[config.mk]
export PLATFORM = sky130hd
export DESIGN_NAME = aux_reply_collector
export DESIGN_NICKNAME = d
export VERILOG_FILES = /design/src/rtl/aux_pkg.sv /design/src/rtl/aux_reply_timer.sv /design/src/rtl/aux_reply_collector.sv
export SDC_FILE = /design/constraint.sdc
export NUM_CORES = 1
export LEC_CHECK = 0
export CAP_MARGIN = 5
export CORE_MARGIN = 2
export CORE_UTILIZATION = 30
export CTS_CLUSTER_DIAMETER = 40
export DETAILED_ROUTE_END_ITERATION = 16
export GPL_TIMING_DRIVEN = 1
export PLACE_DENSITY = 0.59
export SLEW_MARGIN = 20
export SYNTH_ARGS = -nofsm -noshare
export SYNTH_HDL_FRONTEND = slang
export SYNTH_SLANG_ARGS = --single-unit
[constraint.sdc]
create_clock -name clk -period 2.5 [get_ports clk]
set_input_delay 0.75 -clock clk [delete_from_list [all_inputs] [get_ports clk]]
set_output_delay 0.75 -clock clk [all_outputs]
set_load 0.02 [all_outputs]
[src/rtl/aux_pkg.sv]
// Shared types and codes for the AUX reply collector.
package aux_pkg;

  typedef enum logic [1:0] {
    ST_IDLE = 2'd0,
    ST_WAIT = 2'd1,
    ST_DATA = 2'd2
  } state_t;

  typedef enum logic [1:0] {
    STATUS_OK      = 2'b00,
    STATUS_SHORT   = 2'b01,
    STATUS_LONG    = 2'b10,
    STATUS_TIMEOUT = 2'b11
  } status_t;

  localparam logic [3:0] CMD_ACK   = 4'h0;
  localparam logic [3:0] CMD_NACK  = 4'h1;
  localparam logic [3:0] CMD_DEFER = 4'h2;

  // Classify a finished reply from its command nibble and data byte count.
  function automatic status_t classify_reply(input logic [3:0] cmd,
                                             input logic [4:0] count,
                                             input logic [4:0] expected,
                                             input logic [4:0] max_data);
    status_t st;
    if (count > max_data)    st = STATUS_LONG;
    else if (cmd == CMD_ACK) st = (count == expected) ? STATUS_OK :
                                  (count <  expected) ? STATUS_SHORT : STATUS_LONG;
    else                     st = (count == 5'd0) ? STATUS_OK : STATUS_LONG;
    return st;
  endfunction

endpackage

[src/rtl/aux_reply_timer.sv]
// Reply-wait timer: clearable, enabled up-counter with a terminal-count flag.
module aux_reply_timer #(
  parameter int unsigned TIMEOUT_CYCLES = 4000
) (
  input  logic clk,
  input  logic rst,
  input  logic clear,
  input  logic enable,
  output logic terminal
);

  localparam int unsigned W = $clog2(TIMEOUT_CYCLES);
  localparam logic [W-1:0] LAST = W'(TIMEOUT_CYCLES - 1);

  logic [W-1:0] count;

  // Clear has priority over counting.
  always_ff @(posedge clk or posedge rst) begin
    if (rst)         count <= '0;
    else if (clear)  count <= '0;
    else if (enable) count <= count + W'(1);
  end

  assign terminal = (count == LAST);

endmodule

[src/rtl/aux_reply_collector.sv]
// AUX reply collector: waits for a reply after a request, forwards data
// bytes and reports a completion status.
// Optional statistics counters are enabled by defining AUX_REPLY_STATS_EN.
module aux_reply_collector
  import aux_pkg::*;
#(
  parameter int unsigned TIMEOUT_CYCLES = 4000,
  parameter int unsigned MAX_DATA       = 16
) (
  input  logic       clk,
  input  logic       rst,
  input  logic       rx_start,
  input  logic [4:0] expected_len,
  input  logic [7:0] bdi_aux_in,
  input  logic       bdi_aux_in_vld,
  input  logic       bdi_timer_reset,
  output logic       timer_timeout,
  output logic [3:0] reply_cmd,
  output logic [7:0] reply_data,
  output logic       reply_data_vld,
  output logic       reply_done,
  output logic [1:0] reply_status,
  output logic       busy,
  output logic [7:0] timeout_cnt,
  output logic [7:0] defer_cnt
);

  localparam logic [4:0] MAX_B  = 5'(MAX_DATA);
  localparam logic [4:0] OVER_B = 5'(MAX_DATA + 1);

  state_t     state, state_nxt;
  logic [4:0] count, count_nxt;
  logic [4:0] exp_len, exp_len_nxt;
  logic [3:0] cmd_nxt;
  logic [7:0] data_nxt;
  logic       data_vld_nxt, done_nxt, timeout_nxt;
  logic [1:0] status_nxt;
  logic       timer_clear, timer_en, timer_tc;

  aux_reply_timer #(.TIMEOUT_CYCLES(TIMEOUT_CYCLES)) u_timer (
    .clk      (clk),
    .rst      (rst),
    .clear    (timer_clear),
    .enable   (timer_en),
    .terminal (timer_tc)
  );

  // State register.
  always_ff @(posedge clk or posedge rst) begin
    if (rst) state <= ST_IDLE;
    else     state <= state_nxt;
  end

  // Next-state and next-output decode; vld and timer reset both beat timeout.
  always_comb begin
    state_nxt    = state;
    count_nxt    = count;
    exp_len_nxt  = exp_len;
    cmd_nxt      = reply_cmd;
    data_nxt     = reply_data;
    status_nxt   = reply_status;
    data_vld_nxt = 1'b0;
    done_nxt     = 1'b0;
    timeout_nxt  = 1'b0;
    timer_clear  = 1'b0;
    timer_en     = 1'b0;
    case (state)
      ST_IDLE: begin
        if (rx_start) begin
          state_nxt   = ST_WAIT;
          timer_clear = 1'b1;
          count_nxt   = '0;
          exp_len_nxt = expected_len;
        end
      end
      ST_WAIT: begin
        timer_en    = 1'b1;
        timer_clear = bdi_timer_reset;
        if (bdi_aux_in_vld) begin
          cmd_nxt   = bdi_aux_in[7:4];
          state_nxt = ST_DATA;
        end else if (!bdi_timer_reset && timer_tc) begin
          timeout_nxt = 1'b1;
          done_nxt    = 1'b1;
          status_nxt  = STATUS_TIMEOUT;
          state_nxt   = ST_IDLE;
        end
      end
      ST_DATA: begin
        if (bdi_aux_in_vld) begin
          if (count < MAX_B) begin
            data_nxt     = bdi_aux_in;
            data_vld_nxt = 1'b1;
            count_nxt    = count + 5'd1;
          end else begin
            count_nxt    = OVER_B;
          end
        end else begin
          done_nxt   = 1'b1;
          status_nxt = classify_reply(reply_cmd, count, exp_len, MAX_B);
          state_nxt  = ST_IDLE;
        end
      end
      default: state_nxt = ST_IDLE;
    endcase
  end

  // Registered outputs and reply bookkeeping.
  always_ff @(posedge clk or posedge rst) begin
    if (rst) begin
      count          <= '0;
      exp_len        <= '0;
      reply_cmd      <= '0;
      reply_data     <= '0;
      reply_data_vld <= 1'b0;
      reply_done     <= 1'b0;
      reply_status   <= '0;
      timer_timeout  <= 1'b0;
      busy           <= 1'b0;
    end else begin
      count          <= count_nxt;
      exp_len        <= exp_len_nxt;
      reply_cmd      <= cmd_nxt;
      reply_data     <= data_nxt;
      reply_data_vld <= data_vld_nxt;
      reply_done     <= done_nxt;
      reply_status   <= status_nxt;
      timer_timeout  <= timeout_nxt;
      busy           <= (state_nxt != ST_IDLE);
    end
  end

`ifdef AUX_REPLY_STATS_EN
  logic defer_end;
  assign defer_end = done_nxt && !timeout_nxt && (reply_cmd == CMD_DEFER);

  // Saturating timeout and DEFER statistics.
  always_ff @(posedge clk or posedge rst) begin
    if (rst) begin
      timeout_cnt <= '0;
      defer_cnt   <= '0;
    end else begin
      if (timeout_nxt && timeout_cnt != '1) timeout_cnt <= timeout_cnt + 8'd1;
      if (defer_end   && defer_cnt   != '1) defer_cnt   <= defer_cnt + 8'd1;
    end
  end
`else
  assign timeout_cnt = '0;
  assign defer_cnt   = '0;
`endif

endmodule

# --- After elaboration in Yosys (flattened, before gate mapping) ---
# Cells that the tools add are included.
op_classes:
  reduce_logical: 14
  addsub: 2
  magnitude_cmp: 3
  n_mux: 31
  n_eq_ne: 9
ops:
  columns: ["op", "n"]
  rows:
  - ["$mux W12", 2]
  - ["$mux W2", 12]
  - ["$mux W5", 3]
  - ["$add A12 B1 Y12 const B", 1]
  - ["$eq A12 B12 Y1 const B", 1]
  - ["$ne A2 B2 Y1 const B", 5]
  - ["$pmux W5 S2", 1]
  - ["$mux W1", 9]
  - ["$reduce_bool A2 Y1", 4]
  - ["$pmux W2 S3", 1]
  - ["$reduce_and A3 Y1", 2]
  - ["$add A5 B1 Y5 const B", 1]
  - ["$eq A5 B5 Y1", 1]
  - ["$gt A5 B5 Y1 const B", 1]
  - ["$logic_not A5 Y1", 1]
  - ["$lt A5 B5 Y1", 1]
  - ["$lt A5 B5 Y1 const B", 1]
  - ["$logic_not A4 Y1", 1]
  - ["$pmux W1 S2", 2]
  - ["$pmux W2 S2", 1]
  - ["$reduce_and A2 Y1", 2]
  - ["$reduce_and A4 Y1", 1]
  - ["$eq A2 B1 Y1 const B", 1]
  - ["$eq A2 B2 Y1 const B", 1]
  - ["other kinds (3)", 3]
totals:
  out_inout_bits: 34
  regBits: 42
  in_bits: 18
  elab_cells: 70

# --- Logic depth before layout (Yosys ltp) ---
logic_depth:
  word_depth: 7
  mapped_depth: 8
  mapped_depth_nobuf: 7

# --- Hierarchy ---
# A second synthesis with hierarchy kept.
unflattened:
  cells_unflattened: 208
  hier_area_um2: 2253.4
by_module_without_submodules:
  columns: ["module", "area_each_um2", "seq_area_each_um2", "cells_each", "n_inst"]
  rows:
  - ["aux_reply_collector", 1622.8, 750.7, 144, 1]
  - ["aux_reply_timer", 630.6, 300.3, 64, 1]

# --- Worst setup path after synthesis ---
# Ideal clock, no wire load.
synth_timing:
  path_type: "input to register"
  startpoint: "input rx_start"
  endpoint: "register u_timer.count[9]"
  required_time_ns: 2.421
  setup_time_ns: 0.079
  path_buffers: 0
  path_slack_ns: 0.587
  stages: 4
  t_arrival_ns: 1.833
  path_cell_list: "a21oi_2 -> or4b_4 -> or3_1 -> a21oi_1"
synth_via:
  elab_chain_cells: 3
  word_cells_on_any_way: 4
  cone_classes: "3 x mux; 1 x reduce/logical"
synth_lines:
  columns: ["element", "line_no", "rtl"]
  rows:
  - ["start, declared", "aux_reply_collector.sv:12", "input logic rx_start,"]
  - ["$mux W1 (*)", "aux_reply_collector.sv:69", "if (rx_start) begin"]
  - ["$pmux W1 S2 (*)", "aux_reply_collector.sv:67", "case (state)"]
  - ["$mux W12 / $reduce_bool A2 Y1 (equally long branches)", null, null]
  - ["end signal, assigned", "aux_reply_timer.sv:21", "else if (enable) count <= count + W'(1);"]
  - ["end, declared", "aux_reply_timer.sv:15", "logic [W-1:0] count;"]
# Every way passes the cells marked *; elsewhere a longest branch is shown, timed or not.
# A chain may end at the register's enable or synchronous reset.

# --- Final worst setup path ---
# Same ends and word-level chain as after synthesis.

==> qor.yml <==
status: "completed"
hold_path.class: "reg -> reg"
synth-xor-area-share: 0.0278
htree_levels: 2
ys.flop_type: "dfrtp_1"
crit_path_max_incr_delay_ps: 580
grt_max_degree: 43
clockBufferDepth: 2
yosysMostFrequentCell: "dfrtp_1"
clock_sinks: 42
fin_nets: 291
maxSlewViolCount: 0
dr.pass1.iters: 6
synth_edf_count: 0
place_area_um2: 2650
timing.final.crit_share: 0.876
synth_compound_area_frac: 0.0981
p_per_area_nw_per_um2: 978
stdcell_area_um2: 2760
drc: 0
cts_tree: "built"
antennaDiodeCount: 0
dp.final_hpwl_um: 3090
synth_top_family_by_area: "simple AND/OR/NAND/NOR gates"
cellLeakagePower_uw: 0.00125
crit_fanout: 5
area.growth.synth_to_final_pct: 25.2
num_vias: 1601
antenna_left: 0
ys_seq_elements: 42
totalWireLength_um: 4250
crit_path_start: "rx_start"
cp_slowest_cell: "or4b_4"
synth.avg_cell_area_um2: 10.2
ys_top_cells_by_count: "dfrtp_1 (42), nand2_1 (21), nor2_1 (19)"
layout-drive-gt1-share: 0.130
crit_required_ps: 2720
synth_simple_gate_area_frac: 0.154
gp_congestion: 0.784
yosysTopAreaCell: "dfrtp_1"
drv_cap: 0
start_util: 0.308
cts-root-buf: "clkbuf_8"
finalSetupViolations: 0
worstPathCellList: "clkdlybuf4s50_1 > a21oi_2 > or4b_4 > or3_1 > a21oi_1"
rsz0062_at_grt: "no"
antenna_found_initial: 0
core_area_um2: 7180
worstReg2RegEnd: "u_timer.count[9]$_DFFE_PP0P_"
synth_cell_type_count: 38
start_kind: "input port"
grt_pass1_vias: 1598
gr-usage-all-layers: 0.113
critPathArrivalTime_ps: 2410
yosys_warnings: 0
clock_latency_ps: 290
synthAdderAreaFrac: 0.0680
post_cts_buffers: 0
die_area_um2: 8060
cp.depth: 5
path_buf_inv: 1
async_reset_ff_frac: 1.00
die_y_um: 89.8
avgRoutedWirePerCell_um: 11.8
cts_inserted_buffers: 5
reg2reg_depth: 6
cp-end-kind: "register"
synth_area_leaders: "dfrtp_1 (48%), mux2_2 (8.7%), ha_1 (6.8%), buf_4 (5.8%), nand2_1 (3.6%)"
syn_area_um2: 2210
cts_hold_buf: 0
netlist_instances: 216
hold_viol_final: 0
cp_top_family: "simple AND/OR/NAND/NOR gates"
slew_headroom: 0.638
yosys.area.top_type_share: 0.476
yosysSeqAreaShare: 0.476
chipWidth_um: 89.8
r2r_slack_ps: 360
worstSetupEndpoint: "u_timer.count[9]$_DFFE_PP0P_"
fill_cells: 709
synthMuxAreaShare: 0.0913
r2r-start: "state[0]$_DFF_PP0_"
fmax_mhz: 457
globalRouteOverflowTotal: 0
final.min_clock_period_ps: 2190
clock_skew_ps: 12.5
worst_pin_slew_ps: 543
crit_type: "in -> reg"
ir_drop_mv: 0.574
portBuffers: 35
viasPerCell: 4.45
drt_iter0_drc: 77
path_clk_slew_ps: 90
grt_pass1_wl_um: 7610
io_pins: 52
cts_resized: 0
row_count: 31
fin_tns_setup_ps: 0
[worst register-to-register path, cell delays in order, from the launching register on]
cell	delay (ps)
dfrtp_1	430
inv_1	110
ha_1	350
a21oi_2	110
or4b_4	580
or3_1	360
a21oi_1	140
[how the worst min path moves through the flow]
stage	start	to	depth (start not counted)
after floorplan	exp_len[1]$_DFFE_PP0P_	exp_len[1]$_DFFE_PP0P_	1
after global placement	reply_data[5]$_DFFE_PP0P_	reply_data[5]$_DFFE_PP0P_	1
after detailed placement	exp_len[1]$_DFFE_PP0P_	exp_len[1]$_DFFE_PP0P_	1
after CTS	exp_len[1]$_DFFE_PP0P_	exp_len[1]$_DFFE_PP0P_	1
after global routing	reply_data[3]$_DFFE_PP0P_	reply_data[3]$_DFFE_PP0P_	1
final	exp_len[1]$_DFFE_PP0P_	exp_len[1]$_DFFE_PP0P_	1
[layout by cell type, fill, tap and decap left out, types with 2 or more instances in the layout]
| cell | instances |
|---|---|
| clkdlybuf4s50_1 | 35 |
| a22oi_1 | 2 |
| nand2_1 | 21 |
| conb_1 | 16 |
| mux2_2 | 17 |
| nor2b_1 | 3 |
| and4_1 | 2 |
| clkbuf_8 | 6 |
| or3_1 | 4 |
| nor2_1 | 19 |
| dfrtp_1 | 42 |
| o22a_1 | 2 |
| a21oi_1 | 11 |
| nor3_1 | 2 |
| buf_4 | 6 |
| inv_1 | 14 |
| xor2_1 | 4 |
| xnor2_1 | 3 |
| nand3_1 | 7 |
| o21ai_0 | 14 |
| ha_1 | 12 |
[per-stage QoR]
stage	hold WS (ps)	util	total power (uW)	setup slack [ps]	std cells
final	505	0.385	2700	310	360
after global placement	490	0.369	2150	29.9	353
after global routing	519	0.385	2900	276	360
after detailed placement	493	0.369	2170	10.9	353
after floorplan	479	-	1730	587	231
after CTS	511	0.385	2740	317	360
[report_power, final]
group | leakage, uW | switching [uW] | internal, uW
Sequential | 0.000540 | 122 | 879
Clock | 0.0000573 | 233 | 320
Combinational | 0.000651 | 595 | 553
[per-layer routing]
| metal | up-vias | part of all wire | track usage |
|---|---|---|---|
| met5 | - | 0 | 0 |
| met4 | 0 | 0.0063 | 0.0256 |
| met3 | 4 | 0.044 | 0.0293 |
| met2 | 45 | 0.46 | 0.182 |
| met1 | 761 | 0.49 | 0.154 |
| li1 | 791 | - | - |
[registers in the layout (all words and copies together), names as in the netlist]
register	count
reply_data_vld	1
exp_len	5
timer_timeout	1
reply_data	8
u_timer.count	12
busy	1
reply_cmd	4
reply_done	1
reply_status	2
count	5
state	2
[cell families after synthesis]
kind of cell | after synthesis
other | 1
DFF | 42
and+or+nand+nor | 68
xor gates and xnor gates | 7
buffers and inverters | 32
adders and majority gates | 12
AOI/OAI and AO/OA | 36
muxes | 18
[area by class of cell]
type	count	area (um2)	share of cell area
clock buffer	6	82.6	0.0299
clock inverter	1	30.0	0.0109
inverter	14	52.6	0.0190
multi-input combinational	157	1030	0.372
sequential	42	1050	0.380
tap	99	124	0.0448
timing repair buffer	41	395	0.143
No activity file was read; power rests on OpenSTA's default activity.
